## src/rtl/word_concatenator.sv

```systemverilog
// word_concatenator: packs N narrow input words into one wide output word.
// Emits a one-cycle registered valid pulse with each completed word.
module word_concatenator #(
   parameter int    INPUT_WIDTH         = 8,
   parameter int    NUM_WORDS_TO_CONCAT = 4,
   parameter string ENDIAN              = "little"
) (
   input  logic                                       clk_i,
   input  logic                                       reset_i,
   input  logic [INPUT_WIDTH-1:0]                     data_i,
   input  logic                                       data_valid_i,
   output logic [INPUT_WIDTH*NUM_WORDS_TO_CONCAT-1:0] accumulated_data_o,
   output logic                                       accumulated_data_valid_o
);

   localparam int W     = INPUT_WIDTH;
   localparam int N     = NUM_WORDS_TO_CONCAT;
   localparam int OUT_W = W * N;
   localparam int CNT_W = $clog2(N);

   localparam logic [CNT_W-1:0] LAST = CNT_W'(N - 1);

   localparam bit IS_BIG    = (ENDIAN == "big");
   localparam bit IS_LITTLE = (ENDIAN == "little");

   generate
      if (!(IS_BIG || IS_LITTLE)) begin : g_bad_endian
         $error("word_concatenator: ENDIAN must be \"little\" or \"big\"");
      end
   endgenerate

   logic [CNT_W-1:0] cnt_q, cnt_d;
   logic [OUT_W-1:0] acc_q, acc_d;
   logic [OUT_W-1:0] out_q, out_d;
   logic             vld_q, vld_d;
   logic [OUT_W-1:0] shifted;

   // Shift the new word in so that after N words word 0 sits at the
   // end selected by ENDIAN; no per-index muxing is needed.
   always_comb begin
      shifted = acc_q;
      if (IS_BIG) begin
         shifted = {acc_q[OUT_W-W-1:0], data_i};
      end else begin
         shifted = {data_i, acc_q[OUT_W-1:W]};
      end
   end

   // Next state: accept on valid, publish on the last word of a group.
   always_comb begin
      cnt_d = cnt_q;
      acc_d = acc_q;
      out_d = out_q;
      vld_d = 1'b0;
      if (data_valid_i) begin
         acc_d = shifted;
         if (cnt_q == LAST) begin
            cnt_d = '0;
            out_d = shifted;
            vld_d = 1'b1;
         end else begin
            cnt_d = cnt_q + 1'b1;
         end
      end
   end

   // State registers; reset drops any partial group.
   always_ff @(posedge clk_i or posedge reset_i) begin
      if (reset_i) begin
         cnt_q <= '0;
         acc_q <= '0;
         out_q <= '0;
         vld_q <= 1'b0;
      end else begin
         cnt_q <= cnt_d;
         acc_q <= acc_d;
         out_q <= out_d;
         vld_q <= vld_d;
      end
   end

   assign accumulated_data_o       = out_q;
   assign accumulated_data_valid_o = vld_q;

endmodule

```

## config.mk

```make
export PLATFORM = sky130hd
export DESIGN_NAME = word_concatenator
export DESIGN_NICKNAME = d
export VERILOG_FILES = /design/src/rtl/word_concatenator.sv
export SDC_FILE = /design/constraint.sdc
export NUM_CORES = 1
export LEC_CHECK = 0
export CAP_MARGIN = 30
export CORE_MARGIN = 5
export CORE_UTILIZATION = 46
export DETAILED_ROUTE_END_ITERATION = 6
export GPL_TIMING_DRIVEN = 0
export PLACE_DENSITY = 0.75
export SLEW_MARGIN = 20
export SYNTH_ARGS = -nofsm -noshare
export SYNTH_HDL_FRONTEND = slang
export SYNTH_SLANG_ARGS = --single-unit
```

## constraint.sdc

```tcl
create_clock -name clk_i -period 1.9 [get_ports clk_i]
set_input_delay 0.57 -clock clk_i [delete_from_list [all_inputs] [get_ports clk_i]]
set_output_delay 0.57 -clock clk_i [all_outputs]
set_load 0.02 [all_outputs]
```

==> metrics.md, run 1 <==
| Metric | Value |
|---|---|
| Status | finished clean |
| Die width | 81.2 um |
| Reg clk slew, reported paths | 0.06 ns |
| First-pass GRT wire length | 6730 um |
| Die H | 81.2 um |
| Setup TNS Final | 0 ns |
| Yosys cell types | 9 |
| Core area | 5010 um^2 |
| Endpoints failing hold | 0 |
| Initial antenna violation count | 0 |
| Setup slack after layout | 0.0198 ns |
| CP Max Fanout | 2 |
| Final instance area | 3100 um^2 |
| Final ANT Viol Nets | 0 |
| Synth top cells by count | dfrtp_1 (59), mux2_2 (29), mux2_4 (29) |
| First-pass DRT Iterations | 4 |
| Crit-path cells | clkdlybuf4s50_1 |
| Clock root buffer | clkbuf_8 |
| Worst R2R Start | cnt_q[0]$_DFFE_PP0P_ |
| Synth Area in Simple Gates | 0.643% |
| Synth warnings | 0 |
| Via count | 1230 |
| Synthesized instance count | 128 |
| Register share of total power | 38.6% |
| Max Clock Skew | 0.00589 ns |
| Row count | 26 |
| Tmin final | 1.88 ns |
| Worst min path class | reg2reg |
| WL final | 4060 um |
| Post-synthesis mux area share | 32.7% |
| Seq/Total Area, Yosys | 63.3% |
| Via density | 4.79 |
| TritonCTS clock tree | yes |
| Hold Crit Start | acc_q[10]$_DFFE_PP0P_ |
| Clock Latency Late Sink | 0.33 ns |
| Syn Nets | 140 |
| Placed Instances | 241 |
| Synth Area in Compound Gates | 0% |
| Peak VDD IR | 0.000893 V |
| WP buf/inv | 1 |
| Slew Viols, Final | 0 |
| Final Power | 0.00512 W |
| Final Non-Filler Cells | 257 |
| Pre-CTS setup slack | 0.350 ns |
| Final nets | 194 |
| Synth-to-Final Area Change | 32.9% |
| CP endpoint kind | output port |
| Area share of fa/ha/maj cells after synthesis | 0.536% |
| Critical path launch point | accumulated_data_o[27]$_DFFE_PP0P_ |
| Io pins | 44 |
| Final worst path period share | 99.0% |
| Detail Placement HPWL | 2820 um |
| IO buf count | 42 |
| Number of hold buffers added after cts | 0 |
| Vias in the first global route | 1375 |
| Tot GR Track Use | 14.2% |
| Most used DFF post-synth | dfrtp_1 |
| Drt first-iter violations | 28 |
| Post-DP Area | 2870 um^2 |
| Post-Synth XOR/XNOR Area | 0% |
| Critical path data required time | 1.33 ns |
| Slowest CP cell | clkdlybuf4s50_1 |
| Area leader, netlist | dfrtp_1 |
| DRC | 0 |
| Clock Sinks | 59 |
| CTS Buffer Depth | 2 |
| Fmax | 532 MHz |
| Most frequent cell after synthesis | dfrtp_1 |
| N_diodes | 0 |
| Switching share of power | 30.7% |
| Int Power | 0.00355 W |
| Leakage | 1.62 nW |
| # H-tree levels | 3 |
| GR Overflow Total | 0 |
| Setup violators final | 0 |
| Largest net degree at the start of global routing | 37 |
| Share of layout cells above drive strength 1 | 43.3% |
| Clock power frac | 20.5% |
| Largest family of logic cells by synthesized area | multiplexers |
| Synth async-reset ratio | 100% |
| CP peak stage delay | 0.62 ns |
| CTS buffer count | 9 |
| Initial core utilization | 46.6% |
| Crit Path Class | reg2out |
| Slew HR | 65.1% |
| NetSw | 0.00157 W |
| RSZ-0062 raised after global routing | no |
| Share of the synthesized area in the top cell type | 63.3% |
| Worst-Margin Slew | 0.522 ns |
| Filler instances | 392 |
| Max Cap Viol | 0 |
| Per-cell routed wire length | 15.8 um |
| Post-Syn Area | 2330 um^2 |
| CP Launch Type | flop |
| Crit path max-delay family | buffers and inverters |
| Post-synth EDFFs | 0 |
| Synth area leaders | dfrtp_1 (63%), mux2_4 (19%), mux2_2 (14%) |
| Die area | 6600 um^2 |
| Synth Area per Inst | 18.2 um^2 |
| RePlAce Congestion | 0.730 |
| Crit path arrival time | 1.31 ns |
| Logic pwr share | 40.9% |
| Yosys reg bits | 59 |
| PwrDens | 1650 nW/um^2 |
==> layout make-up <==
class	instances	area, um^2	area share, %
buffer	6	60.1	1.94
clock buffer	15	186	6.01
clock inverter	1	5.00	0.161
inverter	2	11.3	0.363
multi-input combinational	61	790	25.5
sequential	59	1480	47.6
tap	70	87.6	2.82
timing repair buffer	43	485	15.7
==> power groups by stage <==
stage	Clock [W]	Sequential [W]	Combinational [W]
after floorplan	0	0.00239	0.000869
after global placement	0	0.00197	0.00214
after detailed placement	0	0.00201	0.00218
after CTS	0.00108	0.00199	0.00217
after global routing	0.00114	0.00203	0.00221
final	0.00105	0.00198	0.00209
==> sequential cells by signal, summed over array words and instances, names as in the netlist <==
register / flops
acc_q: 24
accumulated_data_o: 32
cnt_q: 2
accumulated_data_valid_o: 1
==> cells in the final DEF (no fill, tap or decap), drive strengths merged <==
| master | n |
|---|---|
| clkinvlp | 1 |
| buf | 7 |
| clkinv | 1 |
| ha | 1 |
| clkdlybuf4s50 | 21 |
| mux2 | 58 |
| dlygate4sd2 | 2 |
| dlymetal6s2s | 19 |
| dfrtp | 59 |
| inv | 1 |
| nor2 | 1 |
| clkbuf | 15 |
| nand2 | 1 |
==> metrics by stage <==
stage | util (%) | hold WS (ns)
6_report | 61.9 | 0.494
5_1_grt | 61.9 | 0.525
4_1_cts | 61.0 | 0.499
3_5_place_dp | 57.2 | 0.490
3_3_place_gp | 56.8 | 0.489
2_1_floorplan | - | 0.478
==> kinds of logic after synthesis <==
family,Yosys count
buffers and inverters,8
and+or+nand+nor,2
muxes,58
adders and majority gates,1
DFF,59
==> path summary, 6_finish.rpt <==
kind	to	slack, ns	cells past startpoint
setup / recovery	accumulated_data_o[27]	0.02	1
setup reg to reg	accumulated_data_o[23]$_DFFE_PP0P_	0.49	4
hold reg to reg	accumulated_data_o[2]$_DFFE_PP0P_	0.49	1
hold / removal	accumulated_data_o[2]$_DFFE_PP0P_	0.49	1
min in group asynchronous	accumulated_data_o[17]$_DFFE_PP0P_	0.62	2
max in group asynchronous	accumulated_data_o[3]$_DFFE_PP0P_	0.75	3
==> metal layers <==
metal	part of all wire, %	wire (um)	vias to the layer above	track usage [%]
met2	49	1980	36	22.7
met1	43	1730	630	16.5
met3	7.0	285	8	5.99
met5	0	0	-	0
met4	1.6	64	0	6.59
li1	-	-	556	-
==> what timing repair did <==
action / 4_1_cts / 5_1_grt
setup buffers: 0 / 0
gates resized for setup: 2 / 19
pin swaps: 0 / 0
endpoints found under the setup margin: 2 / 19
(Power assumes the default switching activity.)
==> run 2: changes to the inputs <==
- CORE_ASPECT_RATIO: unset -> 0.9
==> metrics.md, run 2 (same netlist as run 1, synthesis figures left out) <==
| Metric | Value |
|---|---|
| TritonCTS clock tree | yes |
| Initial antenna violation count | 0 (unchanged) |
| Io pins | 44 (unchanged) |
| Clock power frac | 22.7% (+2.2 points) |
| Clock Latency Late Sink | 0.33 ns (about the same) |
| Crit-path cells | clkdlybuf4s50_1 |
| Switching share of power | 30.4% (-0.38 points) |
| Detail Placement HPWL | 2990 um (+5.8%) |
| Crit path arrival time | 1.29 ns (-0.02 ns) |
| Tot GR Track Use | 14.8% (+0.67 points) |
| First-pass GRT wire length | 7330 um (+8.9%) |
| RePlAce Congestion | 0.723 (-0.88%) |
| Critical path data required time | 1.33 ns (about the same) |
| Final Power | 0.00527 W (+2.9%) |
| Setup TNS Final | 0 ns (unchanged) |
| GR Overflow Total | 0 (unchanged) |
| Status | finished clean |
| Hold Path Cell Cnt | 1 (unchanged) |
| Endpoints failing hold | 0 (unchanged) |
| Worst-Margin Slew | 0.616 ns (+0.0941 ns) |
| Final nets | 194 (unchanged) |
| Via count | 1242 (+0.98%) |
| Placed Instances | 236 (-2.1%) |
| WL final | 4330 um (+6.6%) |
| CTS Buffer Depth | 2 (unchanged) |
| Register share of total power | 37.6% (-1.0 points) |
| Worst min path class | reg2reg |
| Die H | 77.6 um (-4.5%) |
| Peak VDD IR | 0.000744 V (-17%) |
| Setup violators final | 0 (unchanged) |
| DRC | 0 (unchanged) |
| PwrDens | 1700 nW/um^2 (+3.2%) |
| CP peak stage delay | 0.61 ns (about the same) |
| Tmin final | 1.86 ns (-0.0221 ns) |
| Commonest non-fill, non-tap cell in the layout | dfrtp_1 |
| Reg clk slew, reported paths | 0.06 ns (about the same) |
| Logic pwr share | 39.8% (-1.1 points) |
| Largest net degree at the start of global routing | 33 (-11%) |
| Slew HR | 58.8% (-6.3 points) |
| Drt first-iter violations | 12 (-57%) |
| CP endpoint kind | output port |
| Fmax | 538 MHz (+1.2%) |
| NetSw | 0.00160 W (+1.6%) |
| WP buf/inv | 1 (unchanged) |
| Final worst path period share | 97.8% (-1.2 points) |
| First-pass DRT Iterations | 4 (unchanged) |
| N_diodes | 0 (unchanged) |
| Per-cell routed wire length | 17.2 um (+9.1%) |
| Final ANT Viol Nets | 0 (unchanged) |
| Max Cap Viol | 0 (unchanged) |
| Share of layout cells above drive strength 1 | 43.5% (+0.23 points) |
| Core area | 4890 um^2 (-2.3%) |
| Worst path depth | 1 (unchanged) |
| Int Power | 0.00367 W (+3.4%) |
| Final instance area | 3090 um^2 (-0.28%) |
| Leakage | 1.55 nW (-4.1%) |
| Clock Sinks | 59 (unchanged) |
| Slowest CP cell | clkdlybuf4s50_1 |
| Post-CTS setup-driven buffer insertion count | 0 (unchanged) |
| R2R depth | 4 (unchanged) |
| Synth-to-Final Area Change | 32.5% |
| RSZ-0062 raised after global routing | no |
| Clock root buffer | clkbuf_8 |
| Vias in the first global route | 1424 (+3.6%) |
| # H-tree levels | 3 (unchanged) |
| Initial core utilization | 47.7% (+1.1 points) |
| Post-DP Area | 2860 um^2 (-0.22%) |
| Max reg flops | 32 (unchanged) |
| Most frequent cells in the layout | dfrtp_1 (59), mux2_4 (29), mux2_2 (29) |
| CP Max Fanout | 2 (unchanged) |
| Die width | 85.1 um (+4.7%) |
| Max Clock Skew | 0.00490 ns (-0.000993 ns) |
| Via density | 4.95 (+3.4%) |
| CP Launch Type | flop |
| Crit path max-delay family | buffers and inverters |
| Die area | 6600 um^2 (about the same) |
| Final Non-Filler Cells | 251 (-2.3%) |
| Slew Viols, Final | 0 (unchanged) |
| IO buf count | 42 (unchanged) |
| CTS buffer count | 9 (unchanged) |
| Row count | 24 (-7.7%) |
| Crit Path Class | reg2out |
==> run 2: cell count changes in the layout (fill, tap and decap cells not counted) <==
| cell | previous run | this run |
|---|---|---|
| dlymetal6s2s_1 | 19 | 11 |
| clkdlybuf4s50_1 | 21 | 26 |
| dlygate4sd2_1 | 2 | 5 |
| bufinv_16 | 0 | 1 |
| clkbuf_1 | 2 | 1 |
| clkinv_2 | 1 | 0 |
==> run 2: power by group through the flow <==
stage	clock network, W	logic [W]	registers, W
finish	0.00119	0.00209	0.00198
CTS	0.00123	0.00215	0.00199
global route	0.00129	0.00221	0.00204
global placement	0	0.00215	0.00198
floorplan	0	0.000869	0.00239
detailed placement	0	0.00219	0.00201
==> run 2: final timing paths <==
check	slack (ns)	startpoint	endpoint
max	0.04	accumulated_data_o[15]$_DFFE_PP0P_	accumulated_data_o[15]
min	0.50	accumulated_data_o[17]$_DFFE_PP0P_	accumulated_data_o[17]$_DFFE_PP0P_
max reg2reg	0.49	cnt_q[0]$_DFFE_PP0P_	accumulated_data_o[10]$_DFFE_PP0P_
min reg2reg	0.50	accumulated_data_o[17]$_DFFE_PP0P_	accumulated_data_o[17]$_DFFE_PP0P_
max in group asynchronous	0.68	reset_i	acc_q[21]$_DFFE_PP0P_
min in group asynchronous	0.67	reset_i	accumulated_data_o[26]$_DFFE_PP0P_
==> run 2: metal layers <==
layer / share of wire [%] / track usage, % / vias up
met5: 0 / 0 / -
met4: 2.2 / 7.12 / 0
met3: 6.5 / 5.61 / 9
met2: 44 / 21.8 / 44
met1: 47 / 19.4 / 628
li1: - / - / 561
==> run 2: final cells by class <==
cell class | instances | area (um^2)
Buffer | 6 | 60.1
Clock buffer | 14 | 183
Clock inverter | 1 | 30.0
Sequential cell | 59 | 1480
Inverter | 2 | 11.3
Fill cell | 348 | 1800
Timing Repair Buffer | 43 | 462
Tap cell | 65 | 81.3
Multi-Input combinational cell | 61 | 790
==> run 2: what timing repair did <==
| action | CTS | global route |
|---|---|---|
| hold endpoints to repair | 0 | 0 |
| endpoints found under the setup margin | 5 | 11 |
| gates resized for setup | 5 | 11 |
| hold buffers | 0 | 0 |
==> run 2: per-stage QoR <==
step	setup slack [ns]	hold slack (ns)	utilization [%]
2_1_floorplan	0.532	0.478	-
3_3_place_gp	-0.0196	0.486	58.0
3_5_place_dp	0.294	0.492	58.4
4_1_cts	0.00314	0.511	62.6
5_1_grt	0.0000924	0.516	63.2
6_report	0.0419	0.505	63.2
==> run 2: worst reg2reg max path: stages (launching register included) <==
cell and delay, ns:
dfrtp_1 0.40, ha_1 0.25, nand2_4 0.12, buf_6 0.20
mux2_4 0.32
